[config.mk]
export PLATFORM = sky130hd
export DESIGN_NAME = square_drawer
export DESIGN_NICKNAME = d
export VERILOG_FILES = /design/src/rtl/animation_pkg.sv /design/src/rtl/square_drawer_pixel_counter.sv /design/src/rtl/square_drawer.sv
export SDC_FILE = /design/constraint.sdc
export NUM_CORES = 1
export LEC_CHECK = 0
export CORE_MARGIN = 8
export CORE_UTILIZATION = 50
export CTS_CLUSTER_DIAMETER = 30
export DETAILED_ROUTE_END_ITERATION = 7
export GPL_ROUTABILITY_DRIVEN = 0
export HOLD_SLACK_MARGIN = 0.02
export PLACE_DENSITY = 0.87
export SKIP_LAST_GASP = 1
export SYNTH_ARGS = -nofsm -noshare
export SYNTH_HDL_FRONTEND = slang
export SYNTH_SLANG_ARGS = --single-unit
[constraint.sdc]
create_clock -name clk -period 3.6 [get_ports clk]
set_input_delay 0.72 -clock clk [delete_from_list [all_inputs] [get_ports clk]]
set_output_delay 0.72 -clock clk [all_outputs]
set_load 0.03 [all_outputs]
[src/rtl/animation_pkg.sv]
// Shared constants and state encoding for the note-lane animation blocks.
// Screen geometry, palette codes and the square_drawer FSM state type.
package animation_pkg;

    localparam logic [8:0] SCREEN_W = 9'd160;
    localparam logic [7:0] SCREEN_H = 8'd120;

    localparam logic [2:0] BLACK  = 3'b000;
    localparam logic [2:0] RED    = 3'b100;
    localparam logic [2:0] YELLOW = 3'b110;
    localparam logic [2:0] GREEN  = 3'b010;
    localparam logic [2:0] BLUE   = 3'b001;

    typedef enum logic [1:0] {
        ST_IDLE = 2'd0,
        ST_DRAW = 2'd1,
        ST_DONE = 2'd2
    } draw_state_e;

endpackage

[src/rtl/square_drawer_pixel_counter.sv]
// Row-major col/row counter for one SIZE x SIZE square (col fastest).
// Presents the next position so the owner can register pixels ahead of the count.
module pixel_counter #(
    parameter int SIZE = 4,
    localparam int CW = $clog2(SIZE),
    localparam int IW = 2 * CW
) (
    input  logic          clk,
    input  logic          reset,
    input  logic          en_i,
    input  logic          clr_i,
    output logic [CW-1:0] col_next_o,
    output logic [CW-1:0] row_next_o,
    output logic          last_o
);

    logic [IW-1:0] idx_q;
    logic [IW-1:0] idx_d;

    // SIZE is a power of two, so a single index splits cleanly into row | col.
    assign idx_d      = idx_q + IW'(1);
    assign col_next_o = idx_d[CW-1:0];
    assign row_next_o = idx_d[IW-1:CW];
    assign last_o     = &idx_q;

    always_ff @(posedge clk or posedge reset) begin
        if (reset) begin
            idx_q <= '0;
        end else if (clr_i) begin
            idx_q <= '0;
        end else if (en_i) begin
            idx_q <= idx_d;
        end
    end

endmodule

[src/rtl/square_drawer.sv]
// Walks a SIZE x SIZE pixel block into the VGA adapter write port, one pixel per clock.
// Optional one-entry request buffer enabled by defining SQUARE_DRAWER_QUEUE_EN.
//
// state   | meaning
// IDLE    | waiting for plot; ready=1
// DRAW    | one pixel per cycle from the base registers
// DONE    | one-cycle done pulse, no write
module square_drawer
    import animation_pkg::*;
#(
    parameter int SIZE = 4
) (
    input  logic       clk,
    input  logic       reset,
    input  logic       plot,
    input  logic [7:0] starting_x,
    input  logic [6:0] starting_y,
    input  logic [2:0] colour,
    output logic       ready,
    output logic [7:0] x,
    output logic [6:0] y,
    output logic [2:0] colour_out,
    output logic       writeEn,
    output logic       done
);

    localparam int CW = $clog2(SIZE);

    draw_state_e state_q, state_d;
    logic [7:0]  base_x_q;
    logic [6:0]  base_y_q;
    logic [2:0]  base_c_q;
    logic [7:0]  x_q;
    logic [6:0]  y_q;
    logic [2:0]  colour_q;
    logic        we_q, done_q;

    logic          start, cnt_en, cnt_clr, emit, done_d;
    logic [7:0]    src_x;
    logic [6:0]    src_y;
    logic [2:0]    src_c;
    logic [CW-1:0] pix_col, pix_row, col_next, row_next;
    logic          last;
    logic [8:0]    sum_x;
    logic [7:0]    sum_y;
    logic          on_screen;

`ifdef SQUARE_DRAWER_QUEUE_EN
    logic       pend_valid_q;
    logic [7:0] pend_x_q;
    logic [6:0] pend_y_q;
    logic [2:0] pend_c_q;
    logic       pend_load, pend_clr;

    assign ready     = (state_q == ST_IDLE) || !pend_valid_q;
    assign pend_load = (state_q == ST_DRAW) && plot && !pend_valid_q;
`else
    assign ready = (state_q == ST_IDLE);
`endif

    pixel_counter #(.SIZE(SIZE)) u_cnt (
        .clk       (clk),
        .reset     (reset),
        .en_i      (cnt_en),
        .clr_i     (cnt_clr),
        .col_next_o(col_next),
        .row_next_o(row_next),
        .last_o    (last)
    );

    always_comb begin
        state_d = state_q;
        start   = 1'b0;
        cnt_en  = 1'b0;
        cnt_clr = 1'b0;
        emit    = 1'b0;
        done_d  = 1'b0;
        src_x   = base_x_q;
        src_y   = base_y_q;
        src_c   = base_c_q;
        pix_col = col_next;
        pix_row = row_next;
`ifdef SQUARE_DRAWER_QUEUE_EN
        pend_clr = 1'b0;
`endif
        case (state_q)
            ST_IDLE: begin
                if (plot) begin
                    start = 1'b1;
                    src_x = starting_x;
                    src_y = starting_y;
                    src_c = colour;
                end
            end
            ST_DRAW: begin
                if (last) begin
                    state_d = ST_DONE;
                    done_d  = 1'b1;
                    cnt_clr = 1'b1;
                end else begin
                    cnt_en = 1'b1;
                    emit   = 1'b1;
                end
            end
            ST_DONE: begin
                state_d = ST_IDLE;
`ifdef SQUARE_DRAWER_QUEUE_EN
                // Chain straight into the next square so back-to-back costs SIZE*SIZE+1.
                if (pend_valid_q) begin
                    start    = 1'b1;
                    pend_clr = 1'b1;
                    src_x    = pend_x_q;
                    src_y    = pend_y_q;
                    src_c    = pend_c_q;
                end else if (plot) begin
                    start = 1'b1;
                    src_x = starting_x;
                    src_y = starting_y;
                    src_c = colour;
                end
`endif
            end
            default: state_d = ST_IDLE;
        endcase
        if (start) begin
            state_d = ST_DRAW;
            cnt_clr = 1'b1;
            emit    = 1'b1;
            pix_col = '0;
            pix_row = '0;
        end
    end

    // Sums are one bit wider so a wrapped coordinate is still seen as off-screen.
    assign sum_x     = {1'b0, src_x} + {{(9-CW){1'b0}}, pix_col};
    assign sum_y     = {1'b0, src_y} + {{(8-CW){1'b0}}, pix_row};
    assign on_screen = (sum_x < SCREEN_W) && (sum_y < SCREEN_H);

    always_ff @(posedge clk or posedge reset) begin
        if (reset) begin
            state_q  <= ST_IDLE;
            base_x_q <= '0;
            base_y_q <= '0;
            base_c_q <= '0;
            x_q      <= '0;
            y_q      <= '0;
            colour_q <= '0;
            we_q     <= 1'b0;
            done_q   <= 1'b0;
        end else begin
            state_q <= state_d;
            if (start) begin
                base_x_q <= src_x;
                base_y_q <= src_y;
                base_c_q <= src_c;
            end
            if (emit) begin
                x_q      <= sum_x[7:0];
                y_q      <= sum_y[6:0];
                colour_q <= src_c;
            end
            we_q   <= emit && on_screen;
            done_q <= done_d;
        end
    end

`ifdef SQUARE_DRAWER_QUEUE_EN
    always_ff @(posedge clk or posedge reset) begin
        if (reset) begin
            pend_valid_q <= 1'b0;
            pend_x_q     <= '0;
            pend_y_q     <= '0;
            pend_c_q     <= '0;
        end else if (pend_clr) begin
            pend_valid_q <= 1'b0;
        end else if (pend_load) begin
            pend_valid_q <= 1'b1;
            pend_x_q     <= starting_x;
            pend_y_q     <= starting_y;
            pend_c_q     <= colour;
        end
    end
`endif

    assign x          = x_q;
    assign y          = y_q;
    assign colour_out = colour_q;
    assign writeEn    = we_q;
    assign done       = done_q;

endmodule

==> results.yml <==
sta:
  final-setup-viol-count: 0
  clock_skew_ps: 4.97
  relSlewSlack_pct: 62.7
  fmax_mhz: 298
  tightest_slew_ps: 559
  hold_viol: 0
  fin_ws_ps: 239
  drv_slew: 0
  min_period_ps: 3360
  fin_tns_setup_ps: 0
  post-route-period-util_pct: 93.4
  rsz0062_at_grt: "false"
routing:
  drc_errors: 0
  wirelength_mm: 5.26
  drtIter0Drc: 77
  vias: 1872
  antenna_left: 0
  first_pass_iters: 4
  avgRoutedWirePerCell_um: 15.5
  vias_per_cell: 5.52
yosys:
  synth_common_cells: "nand2_1 (55), dfrtp_1 (44), nor2_1 (21)"
  postSynthCellCount: 238
  avgSynthCellArea_um2: 9.60
  synth-edff-count: 0
  synth_top_flop_cell: "dfrtp_1"
  ys_warn_count: 0
  ys_async_sr_fraction_pct: 100
  synth_nets: 266
  ys_types: 41
  synth_area_leader_cell: "dfrtp_1"
  synthMostInstantiatedCell: "nand2_1"
  synth_top_area_share_pct: 48.2
  netlist_area_um2: 2290
  ys_ff_latch: 44
  ys_seq_area_share_pct: 48.2
  synth_area_leaders: "dfrtp_1 (48%), nand2_1 (9.0%), mux2i_1 (3.9%), xnor2_1 (3.8%), nor2_1 (3.4%)"
finish:
  fin_area_um2: 2880
  nets: 315
  finish.utilization_pct: 65.7
  diodes: 0
  syn_to_final_growth_pct: 26.1
  multi_input_area_um2: 1070
  fillers: 350
  register_area_um2: 1100
  drive_above_1_share_pct: 10.5
global_route:
  grt_overflow: 0
  grt_usage_pct: 15.1
  grt_pass1_vias: 1874
  antenna_found_initial: 0
  grt_pass1_wl_mm: 8.77
  grt_max_degree: 45
place:
  placed_area_um2: 2790
  post-place-ws_ps: -17.3
  dp_hpwl_mm: 3.97
  port_buffers: 41
run_status:
  status: "completed"
floorplanning:
  die_x_um: 83.6
  core_area_um2: 4380
  fp-row-count: 24
  die_height_um: 83.6
  ios: 42
  start_util_pct: 52.1
  dieArea_um2: 6990
clock_network:
  htreeDepth: 2
  root_buffer: "clkbuf_8"
  postCtsSetupRepairBufs: 0
  numCtsBuffers: 5
  clk_pin_slew_ps: 80
  cts_sinks: 44
  cts.path.max_buffers: 2
  cts_tree: "done"
  ctsResizeCount: 0
  ctsHoldBuffers: 0
  clk_latency_ps: 300
setup_path:
  r2r_cells: 10
  arrival_ps: 3540
  cp.required_ps: 3780
  crit_fanout: 9
  cp-end-kind: "register"
  crit_type: "in -> reg"
  cp-start-kind: "input pin"
flow_run:
  maxCapViolCount: 0
pwr:
  power_mw: 2.74
  ir_drop_mv: 0.493
  power.leakage_nw: 1.31
  p_per_area_nw_per_um2: 950
min_path:
  hold_path_depth: 2
  hold_class: "reg -> reg"
-- sequential cells by signal (all words and copies together) (netlist names) --
name,count
colour_out,3
writeEn,1
done,1
state_q,2
u_cnt.idx_q,4
base_y_q,7
x,8
y,7
base_x_q,8
base_c_q,3
-- cells by family (layout without fill, tap and decap cells) --
logic type	count (synthesis)	after routing	share of synthesized area, %
AO/OA/AOI/OAI	32	32	9.42
XOR/XNOR	12	12	4.60
adder cells (fa/ha/maj)	7	7	4.49
buffers and inverters	24	73	5.14
flip-flops	44	44	48.2
multiplexers	16	16	7.72
AND/OR/NAND/NOR	103	103	20.5
-- placed cells by master (no fill, tap or decap), types with 2 or more instances in the layout --
cell	n
o21ai_1	2
nand3_1	7
and3_1	4
xor2_1	2
nor2_1	21
nand2b_1	3
a21oi_1	10
nand2_1	55
nand4_1	4
inv_1	14
dfrtp_1	44
clkdlybuf4s50_1	41
o21ai_0	6
mux2i_1	9
a2111oi_0	2
xnor2_1	10
or3_1	2
clkbuf_8	7
mux2_2	5
nor4bb_1	2
ha_1	5
fa_1	2
buf_4	11
mux2_4	2
-- worst max-delay path, cell delays in order --
cell and delay [ps]:
clkdlybuf4s50_1 520, or3b_4 470, buf_4 180, nand2_1 80, nand2_1 90, ha_1 280, a21oi_1 340, nand2b_1 140
a211oi_1 280, a311oi_1 80, o311a_1 360
-- routing by layer --
metal,track usage (%),vias up,share of wire [%],wire [um]
met5,0,-,0,0
met4,5.81,0,1.8,93
met3,3.91,9,4.8,252
met2,25.3,52,50,2610
met1,17.9,911,44,2300
li1,-,900,-,-
-- power by group --
group	internal [mW]	switching (mW)
logic	0.649	0.870
clock network	0.171	0.160
registers	0.737	0.151
total	1.56	1.18
-- stage by stage --
| stage | hold WS [ps] | std cells |
|---|---|---|
| final | 473 | 339 |
| after global placement | 451 | 332 |
| after global routing | 504 | 339 |
| after CTS | 477 | 339 |
| after detailed placement | 458 | 332 |
| after floorplan | 436 | 238 |
-- worst paths after layout --
check,slack (ps),start,to
max reg2reg,650,state_q[0]$_DFFE_PP0P_,writeEn$_DFF_PP0_
min reg2reg,470,y[1]$_DFFE_PP0P_,y[1]$_DFFE_PP0P_
max,240,plot,writeEn$_DFF_PP0_
min in group asynchronous,870,reset,colour_out[2]$_DFFE_PP0P_
min,470,y[1]$_DFFE_PP0P_,y[1]$_DFFE_PP0P_
max in group asynchronous,2350,reset,base_x_q[7]$_DFFE_PP0P_
-- layout make-up --
class / instances / share of cell area [%]
flip-flops and latches: 44 / 38.2
inverters: 14 / 1.82
repair buffers: 52 / 17.1
multi-input cells: 170 / 37.3
well taps: 52 / 2.26
clock buffers: 7 / 3.34
Power figures use the tool's default switching activity.
